[src/rtl/learn_costs_param_pkg.sv]
// Shared types and default memory map for the learn-costs routing-table updater.
// State enumeration is shared by the top FSM and the sink copier.
package learn_costs_param_pkg;

  typedef enum logic [4:0] {
    StIdle, StRdNcnt, StRdScnt, StSrchAddr, StSrchCmp, StUpdBatt, StRdQ, StWrQ, StWrEps,
    StNewNid, StNewBatt, StNewQ, StNewClid, StWrNcnt, StSinkRd, StSinkWr, StSinkCnt, StDone
  } state_e;

  localparam int unsigned NcountAddrDef  = 32'h68A;
  localparam int unsigned ScountAddrDef  = 32'h688;
  localparam int unsigned EpsAddrDef     = 32'h004;
  localparam int unsigned KsinkBaseDef   = 32'h008;
  localparam int unsigned NidBaseDef     = 32'h048;
  localparam int unsigned ClidBaseDef    = 32'h0C8;
  localparam int unsigned BattBaseDef    = 32'h148;
  localparam int unsigned QvalBaseDef    = 32'h1C8;
  localparam int unsigned SidBaseDef     = 32'h248;
  localparam int unsigned SidcntBaseDef  = 32'h68E;

endpackage

[src/rtl/learn_costs_param_if.sv]
// Shared single-port memory bus: combinational read data, one-cycle write strobe.
interface learn_costs_param_if #(
    parameter int unsigned WORD_WIDTH = 16,
    parameter int unsigned ADDR_WIDTH = 11
);
    logic [ADDR_WIDTH-1:0] address;
    logic                  wr_en;
    logic [WORD_WIDTH-1:0] data_out;
    logic [WORD_WIDTH-1:0] data_in;

    modport master (output address, output wr_en, output data_out, input data_in);
    modport slave  (input address, input wr_en, input data_out, output data_in);
endinterface

[src/rtl/lc_sink_copier.sv]
// Copies the known-sink list into one neighbour's sink-ID row, then writes its count.
// Bus outputs are registered and idle at zero so the top can mux them in.
module lc_sink_copier
    import learn_costs_param_pkg::*;
#(
    parameter int unsigned WORD_WIDTH = 16,
    parameter int unsigned ADDR_WIDTH = 11,
    parameter int unsigned KSINK_BASE = KsinkBaseDef
) (
    input  logic                  clock,
    input  logic                  nrst,
    input  logic                  start,
    input  logic [WORD_WIDTH-1:0] sink_count,
    input  logic [WORD_WIDTH-1:0] row_base,
    input  logic [WORD_WIDTH-1:0] cnt_addr,
    input  logic [WORD_WIDTH-1:0] data_in,
    output logic [ADDR_WIDTH-1:0] address,
    output logic                  wr_en,
    output logic [WORD_WIDTH-1:0] data_out,
    output logic                  done
);

    state_e                state;
    logic [WORD_WIDTH-1:0] k;
    logic [WORD_WIDTH-1:0] k_inc;

    assign k_inc = k + WORD_WIDTH'(1);

    always_ff @(posedge clock or negedge nrst) begin
        if (!nrst) begin
            state    <= StIdle;
            k        <= '0;
            address  <= '0;
            wr_en    <= 1'b0;
            data_out <= '0;
            done     <= 1'b0;
        end else begin
            wr_en <= 1'b0;
            done  <= 1'b0;
            case (state)
                StIdle: begin
                    if (start) begin
                        k <= '0;
                        if (sink_count == '0) begin
                            state    <= StSinkCnt;
                            wr_en    <= 1'b1;
                            address  <= ADDR_WIDTH'(cnt_addr);
                            data_out <= sink_count;
                        end else begin
                            state   <= StSinkRd;
                            address <= ADDR_WIDTH'(WORD_WIDTH'(KSINK_BASE));
                        end
                    end
                end
                StSinkRd: begin
                    state    <= StSinkWr;
                    wr_en    <= 1'b1;
                    address  <= ADDR_WIDTH'(row_base + (k << 1));
                    data_out <= data_in;
                end
                StSinkWr: begin
                    if (k_inc == sink_count) begin
                        state    <= StSinkCnt;
                        wr_en    <= 1'b1;
                        address  <= ADDR_WIDTH'(cnt_addr);
                        data_out <= sink_count;
                    end else begin
                        k       <= k_inc;
                        state   <= StSinkRd;
                        address <= ADDR_WIDTH'(WORD_WIDTH'(KSINK_BASE) + (k_inc << 1));
                    end
                end
                StSinkCnt: begin
                    state    <= StIdle;
                    done     <= 1'b1;
                    address  <= '0;
                    data_out <= '0;
                end
                default: state <= StIdle;
            endcase
        end
    end

endmodule

[src/rtl/learn_costs_param.sv]
// Updates the neighbour routing table in shared memory from one received packet:
// search by source ID, refresh or append the entry, then copy the known-sink list.
module learn_costs_param
    import learn_costs_param_pkg::*;
#(
    parameter int unsigned WORD_WIDTH    = 16,
    parameter int unsigned ADDR_WIDTH    = 11,
    parameter int unsigned MAX_NEIGHBORS = 32,
    parameter int unsigned MAX_SINKS     = 8,
    parameter int unsigned NCOUNT_ADDR   = NcountAddrDef,
    parameter int unsigned SCOUNT_ADDR   = ScountAddrDef,
    parameter int unsigned EPS_ADDR      = EpsAddrDef,
    parameter int unsigned KSINK_BASE    = KsinkBaseDef,
    parameter int unsigned NID_BASE      = NidBaseDef,
    parameter int unsigned CLID_BASE     = ClidBaseDef,
    parameter int unsigned BATT_BASE     = BattBaseDef,
    parameter int unsigned QVAL_BASE     = QvalBaseDef,
    parameter int unsigned SID_BASE      = SidBaseDef,
    parameter int unsigned SIDCNT_BASE   = SidcntBaseDef
) (
    input  logic                  clock,
    input  logic                  nrst,
    input  logic                  en,
    input  logic [WORD_WIDTH-1:0] fsourceID,
    input  logic [WORD_WIDTH-1:0] fbatteryStat,
    input  logic [WORD_WIDTH-1:0] fValue,
    input  logic [WORD_WIDTH-1:0] fclusterID,
    input  logic [WORD_WIDTH-1:0] initial_epsilon,
    learn_costs_param_if.master   mem,
    output logic                  busy,
    output logic                  done,
    output logic                  full,
    output logic                  hit
);

    localparam logic [WORD_WIDTH-1:0] MaxNbr    = WORD_WIDTH'(MAX_NEIGHBORS);
    localparam logic [WORD_WIDTH-1:0] MaxSnk    = WORD_WIDTH'(MAX_SINKS);
    localparam logic [WORD_WIDTH-1:0] RowStride = WORD_WIDTH'(2 * MAX_SINKS);

    state_e                state;
    logic [WORD_WIDTH-1:0] ncount, scount, n, rd_data, row_base, cnt_addr;
    logic [ADDR_WIDTH-1:0] addr_q, cp_addr;
    logic [WORD_WIDTH-1:0] data_q, cp_data;
    logic                  wr_en_q, cp_wr_en, cp_start, cp_done, cp_sel;

    // Table addresses are formed at word width, then truncated to the bus.
    function automatic logic [ADDR_WIDTH-1:0] tbl(input int unsigned base,
                                                  input logic [WORD_WIDTH-1:0] idx);
        logic [WORD_WIDTH-1:0] a;
        a = WORD_WIDTH'(base) + (idx << 1);
        return a[ADDR_WIDTH-1:0];
    endfunction

    always_ff @(posedge clock or negedge nrst) begin
        if (!nrst) begin
            state    <= StIdle;
            ncount   <= '0;
            scount   <= '0;
            n        <= '0;
            rd_data  <= '0;
            row_base <= '0;
            cnt_addr <= '0;
            addr_q   <= '0;
            data_q   <= '0;
            wr_en_q  <= 1'b0;
            cp_start <= 1'b0;
            busy     <= 1'b0;
            done     <= 1'b0;
            full     <= 1'b0;
            hit      <= 1'b0;
        end else begin
            wr_en_q  <= 1'b0;
            done     <= 1'b0;
            cp_start <= 1'b0;
            case (state)
                StIdle: if (en) begin
                    state  <= StRdNcnt;
                    busy   <= 1'b1;
                    hit    <= 1'b0;
                    full   <= 1'b0;
                    addr_q <= ADDR_WIDTH'(WORD_WIDTH'(NCOUNT_ADDR));
                end
                StRdNcnt: begin
                    ncount <= mem.data_in;
                    addr_q <= ADDR_WIDTH'(WORD_WIDTH'(SCOUNT_ADDR));
                    state  <= StRdScnt;
                end
                StRdScnt: begin
                    scount <= (mem.data_in > MaxSnk) ? MaxSnk : mem.data_in;
                    n      <= '0;
                    addr_q <= tbl(NID_BASE, '0);
                    state  <= StSrchAddr;
                end
                StSrchAddr: begin
                    if (n != ncount) begin
                        rd_data <= mem.data_in;
                        state   <= StSrchCmp;
                    end else if (ncount >= MaxNbr) begin
                        full   <= 1'b1;
                        done   <= 1'b1;
                        addr_q <= '0;
                        state  <= StDone;
                    end else begin
                        // n already equals ncount, so the new entry reuses it.
                        state   <= StNewNid;
                        wr_en_q <= 1'b1;
                        addr_q  <= tbl(NID_BASE, ncount);
                        data_q  <= fsourceID;
                    end
                end
                StSrchCmp: begin
                    if (rd_data == fsourceID) begin
                        hit     <= 1'b1;
                        state   <= StUpdBatt;
                        wr_en_q <= 1'b1;
                        addr_q  <= tbl(BATT_BASE, n);
                        data_q  <= fbatteryStat;
                    end else begin
                        n      <= n + WORD_WIDTH'(1);
                        addr_q <= tbl(NID_BASE, n + WORD_WIDTH'(1));
                        state  <= StSrchAddr;
                    end
                end
                StUpdBatt: begin
                    addr_q <= tbl(QVAL_BASE, n);
                    state  <= StRdQ;
                end
                StRdQ: begin
                    rd_data <= mem.data_in;
                    wr_en_q <= 1'b1;
                    data_q  <= fValue;
                    state   <= StWrQ;
                end
                StWrQ: begin
                    if (rd_data < fValue) begin
                        wr_en_q <= 1'b1;
                        addr_q  <= ADDR_WIDTH'(WORD_WIDTH'(EPS_ADDR));
                        data_q  <= initial_epsilon;
                        state   <= StWrEps;
                    end else begin
                        addr_q <= '0;
                        state  <= StSinkRd;
                    end
                end
                StWrEps: begin
                    addr_q <= '0;
                    state  <= StSinkRd;
                end
                StNewNid: begin
                    wr_en_q <= 1'b1;
                    addr_q  <= tbl(BATT_BASE, ncount);
                    data_q  <= fbatteryStat;
                    state   <= StNewBatt;
                end
                StNewBatt: begin
                    wr_en_q <= 1'b1;
                    addr_q  <= tbl(QVAL_BASE, ncount);
                    data_q  <= fValue;
                    state   <= StNewQ;
                end
                StNewQ: begin
                    wr_en_q <= 1'b1;
                    addr_q  <= tbl(CLID_BASE, ncount);
                    data_q  <= fclusterID;
                    state   <= StNewClid;
                end
                StNewClid: begin
                    wr_en_q <= 1'b1;
                    addr_q  <= ADDR_WIDTH'(WORD_WIDTH'(NCOUNT_ADDR));
                    data_q  <= ncount + WORD_WIDTH'(1);
                    state   <= StWrNcnt;
                end
                StWrNcnt: begin
                    addr_q <= '0;
                    state  <= StSinkRd;
                end
                // SinkRd launches the copier; SinkWr waits while it owns the bus.
                StSinkRd: begin
                    row_base <= WORD_WIDTH'(SID_BASE) + n * RowStride;
                    cnt_addr <= WORD_WIDTH'(SIDCNT_BASE) + (n << 1);
                    cp_start <= 1'b1;
                    state    <= StSinkWr;
                end
                StSinkWr: if (cp_done) begin
                    done  <= 1'b1;
                    state <= StDone;
                end
                StDone: begin
                    busy  <= 1'b0;
                    state <= StIdle;
                end
                default: state <= StIdle;
            endcase
        end
    end

    assign cp_sel       = (state == StSinkRd) || (state == StSinkWr);
    assign mem.address  = cp_sel ? cp_addr : addr_q;
    assign mem.wr_en    = cp_sel ? cp_wr_en : wr_en_q;
    assign mem.data_out = cp_sel ? cp_data : data_q;

    lc_sink_copier #(
        .WORD_WIDTH (WORD_WIDTH),
        .ADDR_WIDTH (ADDR_WIDTH),
        .KSINK_BASE (KSINK_BASE)
    ) u_copier (
        .clock      (clock),
        .nrst       (nrst),
        .start      (cp_start),
        .sink_count (scount),
        .row_base   (row_base),
        .cnt_addr   (cnt_addr),
        .data_in    (mem.data_in),
        .address    (cp_addr),
        .wr_en      (cp_wr_en),
        .data_out   (cp_data),
        .done       (cp_done)
    );

endmodule

[src/flat_wrapper.sv]
// flat-port wrapper written by rule: the top's interface ports become plain ports
module learn_costs_param_flat import learn_costs_param_pkg::*;
#(
    parameter int unsigned WORD_WIDTH    = 16,
    parameter int unsigned ADDR_WIDTH    = 11,
    parameter int unsigned MAX_NEIGHBORS = 32,
    parameter int unsigned MAX_SINKS     = 8,
    parameter int unsigned NCOUNT_ADDR   = NcountAddrDef,
    parameter int unsigned SCOUNT_ADDR   = ScountAddrDef,
    parameter int unsigned EPS_ADDR      = EpsAddrDef,
    parameter int unsigned KSINK_BASE    = KsinkBaseDef,
    parameter int unsigned NID_BASE      = NidBaseDef,
    parameter int unsigned CLID_BASE     = ClidBaseDef,
    parameter int unsigned BATT_BASE     = BattBaseDef,
    parameter int unsigned QVAL_BASE     = QvalBaseDef,
    parameter int unsigned SID_BASE      = SidBaseDef,
    parameter int unsigned SIDCNT_BASE   = SidcntBaseDef
)
  (clock, nrst, en, fsourceID, fbatteryStat, fValue, fclusterID, initial_epsilon, busy, done, full, hit, mem_address, mem_wr_en, mem_data_out, mem_data_in);
  learn_costs_param_if #(.WORD_WIDTH(WORD_WIDTH), .ADDR_WIDTH(ADDR_WIDTH)) mem_i ();
  input  logic clock;
  input  logic nrst;
  input  logic en;
  input  logic [WORD_WIDTH-1:0] fsourceID;
  input  logic [WORD_WIDTH-1:0] fbatteryStat;
  input  logic [WORD_WIDTH-1:0] fValue;
  input  logic [WORD_WIDTH-1:0] fclusterID;
  input  logic [WORD_WIDTH-1:0] initial_epsilon;
  output logic busy;
  output logic done;
  output logic full;
  output logic hit;
  output wire logic [$bits(mem_i.address)-1:0] mem_address;
  output wire logic [$bits(mem_i.wr_en)-1:0] mem_wr_en;
  output wire logic [$bits(mem_i.data_out)-1:0] mem_data_out;
  input wire logic [$bits(mem_i.data_in)-1:0] mem_data_in;
  assign mem_address = mem_i.address;
  assign mem_wr_en = mem_i.wr_en;
  assign mem_data_out = mem_i.data_out;
  assign mem_i.data_in = mem_data_in;
  learn_costs_param #(.WORD_WIDTH(WORD_WIDTH), .ADDR_WIDTH(ADDR_WIDTH), .MAX_NEIGHBORS(MAX_NEIGHBORS), .MAX_SINKS(MAX_SINKS), .NCOUNT_ADDR(NCOUNT_ADDR), .SCOUNT_ADDR(SCOUNT_ADDR), .EPS_ADDR(EPS_ADDR), .KSINK_BASE(KSINK_BASE), .NID_BASE(NID_BASE), .CLID_BASE(CLID_BASE), .BATT_BASE(BATT_BASE), .QVAL_BASE(QVAL_BASE), .SID_BASE(SID_BASE), .SIDCNT_BASE(SIDCNT_BASE)) u_core (.clock(clock), .nrst(nrst), .en(en), .fsourceID(fsourceID), .fbatteryStat(fbatteryStat), .fValue(fValue), .fclusterID(fclusterID), .initial_epsilon(initial_epsilon), .mem(mem_i), .busy(busy), .done(done), .full(full), .hit(hit));
endmodule
[config.mk]
export PLATFORM = sky130hd
export DESIGN_NAME = learn_costs_param_flat
export DESIGN_NICKNAME = d
export VERILOG_FILES = /design/src/rtl/learn_costs_param_pkg.sv /design/src/rtl/learn_costs_param_if.sv /design/src/rtl/lc_sink_copier.sv /design/src/rtl/learn_costs_param.sv /design/src/flat_wrapper.sv
export SDC_FILE = /design/constraint.sdc
export NUM_CORES = 1
export LEC_CHECK = 0
export BUFFER_PORTS_ARGS = -buffer_cell sky130_fd_sc_hd__buf_4
export CAP_MARGIN = 10
export CORE_MARGIN = 3
export CORE_UTILIZATION = 60
export CTS_BUF_LIST = sky130_fd_sc_hd__clkbuf_16
export DETAILED_ROUTE_END_ITERATION = 10
export PLACE_DENSITY_LB_ADDON = 0.25
export SYNTH_ARGS = -nofsm -noshare
export SYNTH_HDL_FRONTEND = slang
export SYNTH_SLANG_ARGS = --single-unit
[constraint.sdc]
create_clock -name clock -period 4.5 [get_ports clock]
set_clock_uncertainty 0.05 [all_clocks]
set_input_delay 0.45 -clock clock [delete_from_list [all_inputs] [get_ports clock]]
set_output_delay 0.45 -clock clock [all_outputs]
set_load 0.05 [all_outputs]
==> run_results.csv, run 1 <==
group,metric,value,unit
outcome,status,"finished, final reports clean",
routing,postRouteAntennaNets,0,
timing,fmax,0.258,GHz
grt,grt_remaining_overflow,0,
timing,setup-tns-final,0,ns
finish,n_antenna_cell,0,
timing,finalSetupViolCount,0,
job,cap_violations,0,
die,die_h,142,um
worst_setup_path,worst_r2r_endpoint,"u_core.u_copier.address[9]",
hold_path,hold_path.class,"in2async",
clock_tree,cts_setup_buffers,0,
finish,multi_input_area,6360,um2
routing,vias,9998,
pwr,p_leak,5.68,nW
finish,num-nets-final,1413,
finish,seq_area,4150,um2
routing,wire_per_inst,21.6,um
pwr,ir_worst_vdd,676,uV
timing,drv_slew,0,
die,io_pins,131,
routing,wirelength,32700,um
timing,worst_pin_slew,1.20,ns
finish,final_area,12600,um2
placed_design,post-place-ws,0.730,ns
die,fp.dieArea,20000,um2
routing,via_per_inst,6.60,
synth,synthArstFlopShare,1.00,
placed_design,portBuffers,129,
grt,grt_pass1_wl,52100,um
placed_design,place_hpwl,23900,um
pwr,total_power,0.00898,W
timing,fin_crit,3.88,ns
placed_design,dpl-instance-area,12000,um2
synth,syn_inst,1197,
timing,max_slew_margin,0.198,
clock_tree,htree_levels,4,
synth,synth_seq_cells,166,
finish,drive_above_1_share,0.198,
clock_tree,numCtsBuffers,17,
synth,ys_seq_area_frac,0.377,
timing,fin_ws,0.622,ns
worst_setup_path,cp.arrival,4.12,ns
worst_setup_path,startpoint_type,"flop",
grt,grt_pass1_vias,9614,
clock_tree,cts_resized,0,
routing,drt_iter0_markers,1036,
synth,syn_area,11000,um2
synth,synth_area_per_cell,9.20,um2
worst_setup_path,r2r_cells,9,
die,die_w,142,um
finish,nFillCells,1367,
clock_tree,insertion_delay,0.44,ns
die,coreArea,17700,um2
worst_setup_path,crit_fanout,14,
timing,grt_setup_unrepaired,"false",
clock_tree,clockBufferDepth,2,
synth,ys_warn_count,0,
pwr,powerDensity,712,nW/um2
clock_tree,clk_pin_slew,0.06,ns
grt,antenna_found_initial,0,
synth,ys_types,65,
worst_setup_path,cp_data_required_time,4.75,ns
worst_setup_path,r2r-start,"u_core.u_copier.k[0]",
timing,hold_viol,0,
routing,drc_errors,0,
synth,synth_edf_count,0,
routing,drtPass1Iterations,6,
die,start_util,0.624,
worst_setup_path,r2r_setup_slack,0.62,ns
clock_tree,cts_hold_buf,0,
worst_setup_path,path_class,"reg2reg",
synth,syn-num-nets,1333,
finish,area.growth.synth_to_final,14.5,%
clock_tree,cts_tree,"yes",
clock_tree,cts_root_buf,"clkbuf_16",
grt,track_usage,0.327,
synth,synthFlopType,"dfrtp_1",
placed_design,place_congestion,0.975,
die,placementRows,48,
clock_tree,numClockSinks,166,
grt,grt_max_degree,101,
timing,timing.final.crit_share,0.862,
worst_setup_path,end_kind,"flop",
## per-layer routing
metal | part of all wire | track usage | vias to the layer above
met4 | 0.033 | 0.118 | 0
met2 | 0.47 | 0.521 | 496
met1 | 0.41 | 0.447 | 4860
met3 | 0.082 | 0.0664 | 95
met5 | 0 | 0 | -
li1 | - | - | 4547
## where the power goes
part | total, W | switching, W | internal [W]
Clock | 0.00145 | 0.000598 | 0.000856
Sequential | 0.00274 | 0.000719 | 0.00202
Combinational | 0.00479 | 0.00286 | 0.00193
## registers in the layout, indices dropped and copies added (netlist names)
name / flops
u_core.addr_q: 10
u_core.busy: 1
u_core.cnt_addr: 10
u_core.cp_start: 1
u_core.data_q: 16
u_core.done: 1
u_core.full: 1
u_core.hit: 1
u_core.n: 16
u_core.ncount: 16
u_core.rd_data: 16
u_core.row_base: 8
u_core.scount: 16
u_core.state: 5
u_core.u_copier.address: 10
u_core.u_copier.data_out: 16
u_core.u_copier.done: 1
u_core.u_copier.k: 16
u_core.u_copier.state: 3
u_core.u_copier.wr_en: 1
u_core.wr_en_q: 1
## layout make-up
class,count,area share
clock buffers,17,0.0337
clock inverters,15,0.0117
inverters,50,0.0149
multi-input cells,901,0.504
flip-flops and latches,166,0.329
well taps,225,0.0223
repair buffers,141,0.0842
## stage by stage
stage	util	cells	hold WS, ns
finish	0.715	1515	0.0510
global route	0.715	1515	0.114
CTS	0.715	1515	0.105
detailed placement	0.682	1483	0.416
global placement	0.682	1483	0.406
floorplan	-	1197	0.104
## cell usage after synthesis (all sizes together) (13+ instances only)
library cell	instances	share of area
a222oi	15	0.014
dfrtp	166	0.38
xor2	59	0.047
nand3	33	0.015
a221oi	18	0.016
o21a	17	0.012
inv	50	0.017
mux2	80	0.082
a31oi	18	0.010
xnor2	54	0.043
nor4	22	0.014
nand4	15	0.0091
a21oi	60	0.027
a21o	15	0.010
nor2	70	0.024
o21ai	73	0.033
and2	20	0.011
ha	36	0.041
a22oi	16	0.011
nor3	26	0.012
buf	15	0.0078
o2111ai	13	0.010
nand2	107	0.036
clkbuf	65	0.022
a22o	23	0.018
## cells in the final DEF, fill, tap and decap left out, drive strengths merged, types with 54 or more instances in the layout
master,count
dfrtp,166
inv,54
a21oi,60
nor2,70
o21ai,73
mux2,80
xnor2,54
xor2,59
buf,141
nand2,107
## worst max path at each step
stage / start / end / slack (ns)
CTS: u_core.u_copier.k[0] / u_core.u_copier.address[9] / 0.63
detailed placement: u_core.u_copier.k[0] / u_core.u_copier.address[8] / 0.73
floorplan: u_core.u_copier.k[0] / u_core.u_copier.data_out[10] / 1.23
global placement: u_core.u_copier.k[0] / u_core.u_copier.k[3] / 0.81
global route: u_core.u_copier.k[0] / u_core.u_copier.address[8] / 0.36
finish: u_core.u_copier.k[0] / u_core.u_copier.address[9] / 0.62
## cells by family after synthesis
kind of cell / after synthesis / synth area share
AND/OR/NAND/NOR: 340 / 0.151
AO/OA/AOI/OAI: 325 / 0.205
flip-flops: 166 / 0.377
multiplexers: 83 / 0.0845
other: 1 / 0.000340
buffers and inverters: 130 / 0.0471
adder cells (fa/ha/maj): 38 / 0.0436
XOR/XNOR: 114 / 0.0919
## critical path, stage by stage (launching register included)
cell and delay, ns:
dfrtp_1 0.52, ha_1 0.36, xnor2_1 0.31, o22ai_1 0.11, or3_1 0.32, a2111o_1 0.41, nor4_2 0.69, nor2_1 0.46
a221oi_1 0.39, a21oi_1 0.11
No activity file was read; power rests on OpenSTA's default activity.
==> inputs of run 2 (changes only) <==
Settings changed: CORE_ASPECT_RATIO set to 0.7.
==> run 2 against run 1 <==
  * Non-clock buffer count grew 5
  * Sequential share of layout area fell by 0.20 points
  * Cell area increased by 0.60%
  * Global-route usage up 0.99 points
  * Routed wire length is 4.7% higher
  * Critical path depth unchanged
==> run_results.csv, run 2 (synthesis gave the netlist of run 1 again) <==
group,metric,value,unit
worst_setup_path,startpoint_type,"flop",
grt,grt_remaining_overflow,0,
timing,worst_pin_slew,1.26,ns
grt,grt_pass1_vias,9747,
clock_tree,clk_pin_slew,0.07,ns
worst_setup_path,crit_fanout,16,
routing,wl_met3,3930,um
routing,top_layer_used,"met4",
finish,drive_above_1_share,0.205,
clock_tree,cts_setup_buffers,0,
finish,num-nets-final,1418,
grt,grt_max_degree,88,
placed_design,post-place-cells,1494,
die,die_h,119,um
grt,grt_pass1_wl,53700,um
routing,drc_errors,0,
job,cap_violations,0,
timing,max_slew_margin,0.158,
pwr,total_power,0.00913,W
clock_tree,clockBufferDepth,2,
die,io_pins,131,
routing,postRouteAntennaNets,0,
worst_setup_path,r2r_setup_slack,0.53,ns
finish,seq_area,4150,um2
clock_tree,cts_root_buf,"clkbuf_16",
outcome,status,"finished, final reports clean",
placed_design,portBuffers,129,
die,die_w,168,um
timing,timing.final.crit_share,0.883,
finish,multi_input_area,6360,um2
clock_tree,numCtsBuffers,17,
timing,hold_viol,0,
pwr,ir_worst_vdd,700,uV
finish,layout_commonest_cell,"dfrtp_1",
finish,nFillCells,1321,
routing,drtPass1Iterations,8,
finish,n_antenna_cell,0,
timing,drv_slew,0,
pwr,powerDensity,719,nW/um2
timing,fin_crit,3.97,ns
clock_tree,cts_resized,0,
worst_setup_path,cp_data_required_time,4.78,ns
routing,via_per_inst,6.69,
hold_path,hold_path.class,"in2async",
routing,wirelength,34300,um
clock_tree,insertion_delay,0.43,ns
worst_setup_path,cp.arrival,4.25,ns
clock_tree,cts_hold_buf,0,
grt,track_usage,0.337,
finish,layout_common_cells,"dfrtp_1 (166), buf_4 (145), nand2_1 (107), mux2_2 (79), o21ai_0 (73)",
placed_design,place_congestion,0.970,
worst_setup_path,end_kind,"flop",
routing,wire_per_inst,22.5,um
routing,drt_iter0_markers,1357,
die,coreArea,17600,um2
grt,antenna_found_initial,0,
clock_tree,numClockSinks,166,
clock_tree,cts_tree,"yes",
timing,finalSetupViolCount,0,
timing,fmax,0.252,GHz
routing,vias,10200,
clock_tree,htree_levels,4,
finish,fin_cells,1526,
die,placementRows,40,
timing,holdWs,0.0336,ns
die,fp.dieArea,20000,um2
timing,setup-tns-final,0,ns
placed_design,place_hpwl,25200,um
finish,post-route-util,0.723,
finish,area.growth.synth_to_final,15.2,%
timing,grt_setup_unrepaired,"false",
routing,drt-met1-wl,14800,um
worst_setup_path,path_class,"reg2reg",
pwr,p_leak,5.71,nW
die,start_util,0.627,
routing,wl_met2,14500,um
## run 2: critical path, stage by stage, from the launching register on
cell      delay [ns]
dfrtp_1         0.59
ha_1            0.39
and3_1          0.30
and2_1          0.38
and4_1          0.27
o221ai_1        0.24
or4_1           0.79
a32oi_4         0.54
o21ai_0         0.20
o31ai_1         0.11
## run 2: layout make-up
class                      count  share of cell area
multi-input combinational    901               0.501
sequential                   166               0.327
timing repair buffer         146              0.0866
clock buffer                  17              0.0335
tap                          231              0.0228
inverter                      50              0.0148
clock inverter                15              0.0141
## run 2: path summary, 6_finish.rpt
check                                startpoint                    end  cells after the start
setup / recovery           u_core.u_copier.k[0]  u_core.u_copier.k[10]                      9
hold / removal                             nrst   u_core.u_copier.k[8]                      1
setup reg to reg           u_core.u_copier.k[0]  u_core.u_copier.k[10]                      9
hold reg to reg              u_core.cnt_addr[9]     u_core.cnt_addr[9]                      2
max in group asynchronous                  nrst      u_core.ncount[10]                      2
min in group clock              mem_data_in[13]     u_core.rd_data[13]                      2
## run 2: metrics by stage
stage                     cell area (um2)  worst slack (ns)
after floorplan                     11000              1.23
after global placement              12100             0.805
after detailed placement            12100             0.718
after CTS                           12700             0.680
after global routing                12700             0.191
final                               12700             0.526
## run 2: metal layers
metal  track usage  vias up
met5             0        -
met4         0.122        0
met3        0.0879       93
met2         0.487      638
met1         0.490     4936
li1              -     4538
## run 2: power breakdown
group	switching, W	internal [W]
clock network	0.000635	0.000877
logic	0.00293	0.00194
registers	0.000721	0.00202
==> inputs of run 3 (changes only) <==
Settings changed: CTS_BUF_LIST sky130_fd_sc_hd__clkbuf_16 to unset.
==> run 3 against run 2 <==
  * Setup slack better by 0.037 ns
  * Sequential cell count unchanged
  * Hold slack got worse by 0.00081 ns
  * Fmax is 0.95% higher
  * Combinational power barely moved
  * Non-clock buffer count stayed put
  * Routed wire length is 0.18% lower
  * Critical path depth did not move
  * Clock power is 3% higher
  * Critical path type unchanged
  * Critical endpoint is now u_core.u_copier.k[8]
  * Largest cell class unchanged
==> run_results.csv, run 3 (synthesis gave the netlist of run 1 again) <==
group,metric,value,unit
worst_setup_path,r2r_cells,9,
die,start_util,0.627,
finish,n_antenna_cell,0,
timing,worst_pin_slew,1.24,ns
timing,timing.final.crit_share,0.875,
die,io_pins,131,
worst_setup_path,crit_fanout,16,
clock_tree,cts_root_buf,"clkbuf_16",
hold_path,hold_path.class,"in2async",
pwr,ir_worst_vdd,700,uV
grt,antenna_found_initial,0,
finish,layout_commonest_cell,"dfrtp_1",
clock_tree,cts_setup_buffers,0,
die,die_h,119,um
worst_setup_path,r2r_setup_slack,0.56,ns
worst_setup_path,path_class,"reg2reg",
timing,finalSetupViolCount,0,
pwr,total_power,0.00917,W
worst_setup_path,cp_data_required_time,4.80,ns
routing,drtPass1Iterations,9,
die,placementRows,40,
job,cap_violations,0,
routing,wire_per_inst,22.4,um
placed_design,place_hpwl,25200,um
timing,fin_crit,3.94,ns
timing,drv_slew,0,
worst_setup_path,cp.arrival,4.24,ns
worst_setup_path,end_kind,"flop",
finish,post-route-util,0.724,
finish,final_area,12700,um2
routing,vias,10300,
finish,drive_above_1_share,0.207,
grt,grt_remaining_overflow,0,
clock_tree,cts_resized,0,
grt,grt_pass1_wl,53600,um
clock_tree,cts_tree,"yes",
clock_tree,htree_levels,4,
clock_tree,clk_pin_slew,0.07,ns
grt,grt_pass1_vias,9749,
worst_setup_path,worst_r2r_endpoint,"u_core.u_copier.k[8]",
timing,max_slew_margin,0.167,
routing,drc_errors,0,
worst_setup_path,r2r-start,"u_core.u_copier.k[0]",
placed_design,place_congestion,0.970,
die,fp.dieArea,20000,um2
placed_design,portBuffers,129,
timing,fmax,0.254,GHz
routing,wirelength,34200,um
clock_tree,insertion_delay,0.43,ns
routing,via_per_inst,6.73,
die,die_w,168,um
finish,num-nets-final,1418,
grt,track_usage,0.336,
finish,area.growth.synth_to_final,15.4,%
timing,grt_setup_unrepaired,"false",
clock_tree,cts_hold_buf,0,
outcome,status,"finished, final reports clean",
placed_design,dpl-instance-area,12100,um2
routing,drt_iter0_markers,1386,
finish,layout_common_cells,"dfrtp_1 (166), buf_4 (145), nand2_1 (107), mux2_2 (79), o21ai_0 (73)",
routing,postRouteAntennaNets,0,
pwr,p_leak,5.72,nW
timing,hold_viol,0,
clock_tree,numClockSinks,166,
timing,setup-tns-final,0,ns
grt,grt_max_degree,88,
clock_tree,clockBufferDepth,2,
die,coreArea,17600,um2
pwr,powerDensity,721,nW/um2
worst_setup_path,startpoint_type,"flop",
clock_tree,numCtsBuffers,17,
[run 3: worst max path at each step]
stage / startpoint / endpoint / slack (ns)
after global routing: u_core.u_copier.k[0] / u_core.u_copier.address[8] / 0.23
after floorplan: u_core.u_copier.k[0] / u_core.u_copier.data_out[10] / 1.23
after detailed placement: u_core.u_copier.k[0] / u_core.u_copier.k[10] / 0.72
final: u_core.u_copier.k[0] / u_core.u_copier.k[8] / 0.56
after CTS: u_core.u_copier.k[0] / u_core.u_copier.k[8] / 0.68
after global placement: u_core.u_copier.k[0] / u_core.u_copier.k[3] / 0.81
[run 3: metrics by stage]
step           instances  hold slack (ns)  setup slack [ns]
2_1_floorplan       1197            0.104              1.23
3_3_place_gp        1494            0.417             0.805
4_1_cts             1526           0.0613             0.681
6_report            1526           0.0328             0.564
3_5_place_dp        1494            0.424             0.718
5_1_grt             1526           0.0756             0.231
[run 3: where the power goes]
| part | leakage [nW] | internal (W) | switching [W] | total (W) |
|---|---|---|---|---|
| registers | 2.09 | 0.00202 | 0.000724 | 0.00274 |
| logic | 3.32 | 0.00194 | 0.00294 | 0.00488 |
| clock network | 0.306 | 0.000911 | 0.000634 | 0.00155 |
[run 3: area by class of cell]
class                      count  area [um2]
fill                        1315        4850
multi-input combinational    901        6360
clock inverter                13         171
timing repair buffer         146        1100
tap                          231         289
inverter                      50         188
sequential                   166        4150
clock buffer                  19         453
[run 3: metal layers]
metal | wire (um) | up-vias | GRT usage
li1 | - | 4536 | -
met1 | 14600 | 4956 | 0.487
met2 | 14500 | 690 | 0.483
met3 | 4010 | 89 | 0.0899
met4 | 1090 | 0 | 0.128
met5 | 0 | - | 0
[run 3: critical path, cell delays in order, from the launching register on]
cell and delay, ns:
dfrtp_1 0.59, ha_1 0.39, and3_1 0.31, and2_1 0.37, and4_1 0.26, o221ai_1 0.23
or4_1 0.79, a32oi_4 0.54, o21ai_0 0.21, o21ai_0 0.11
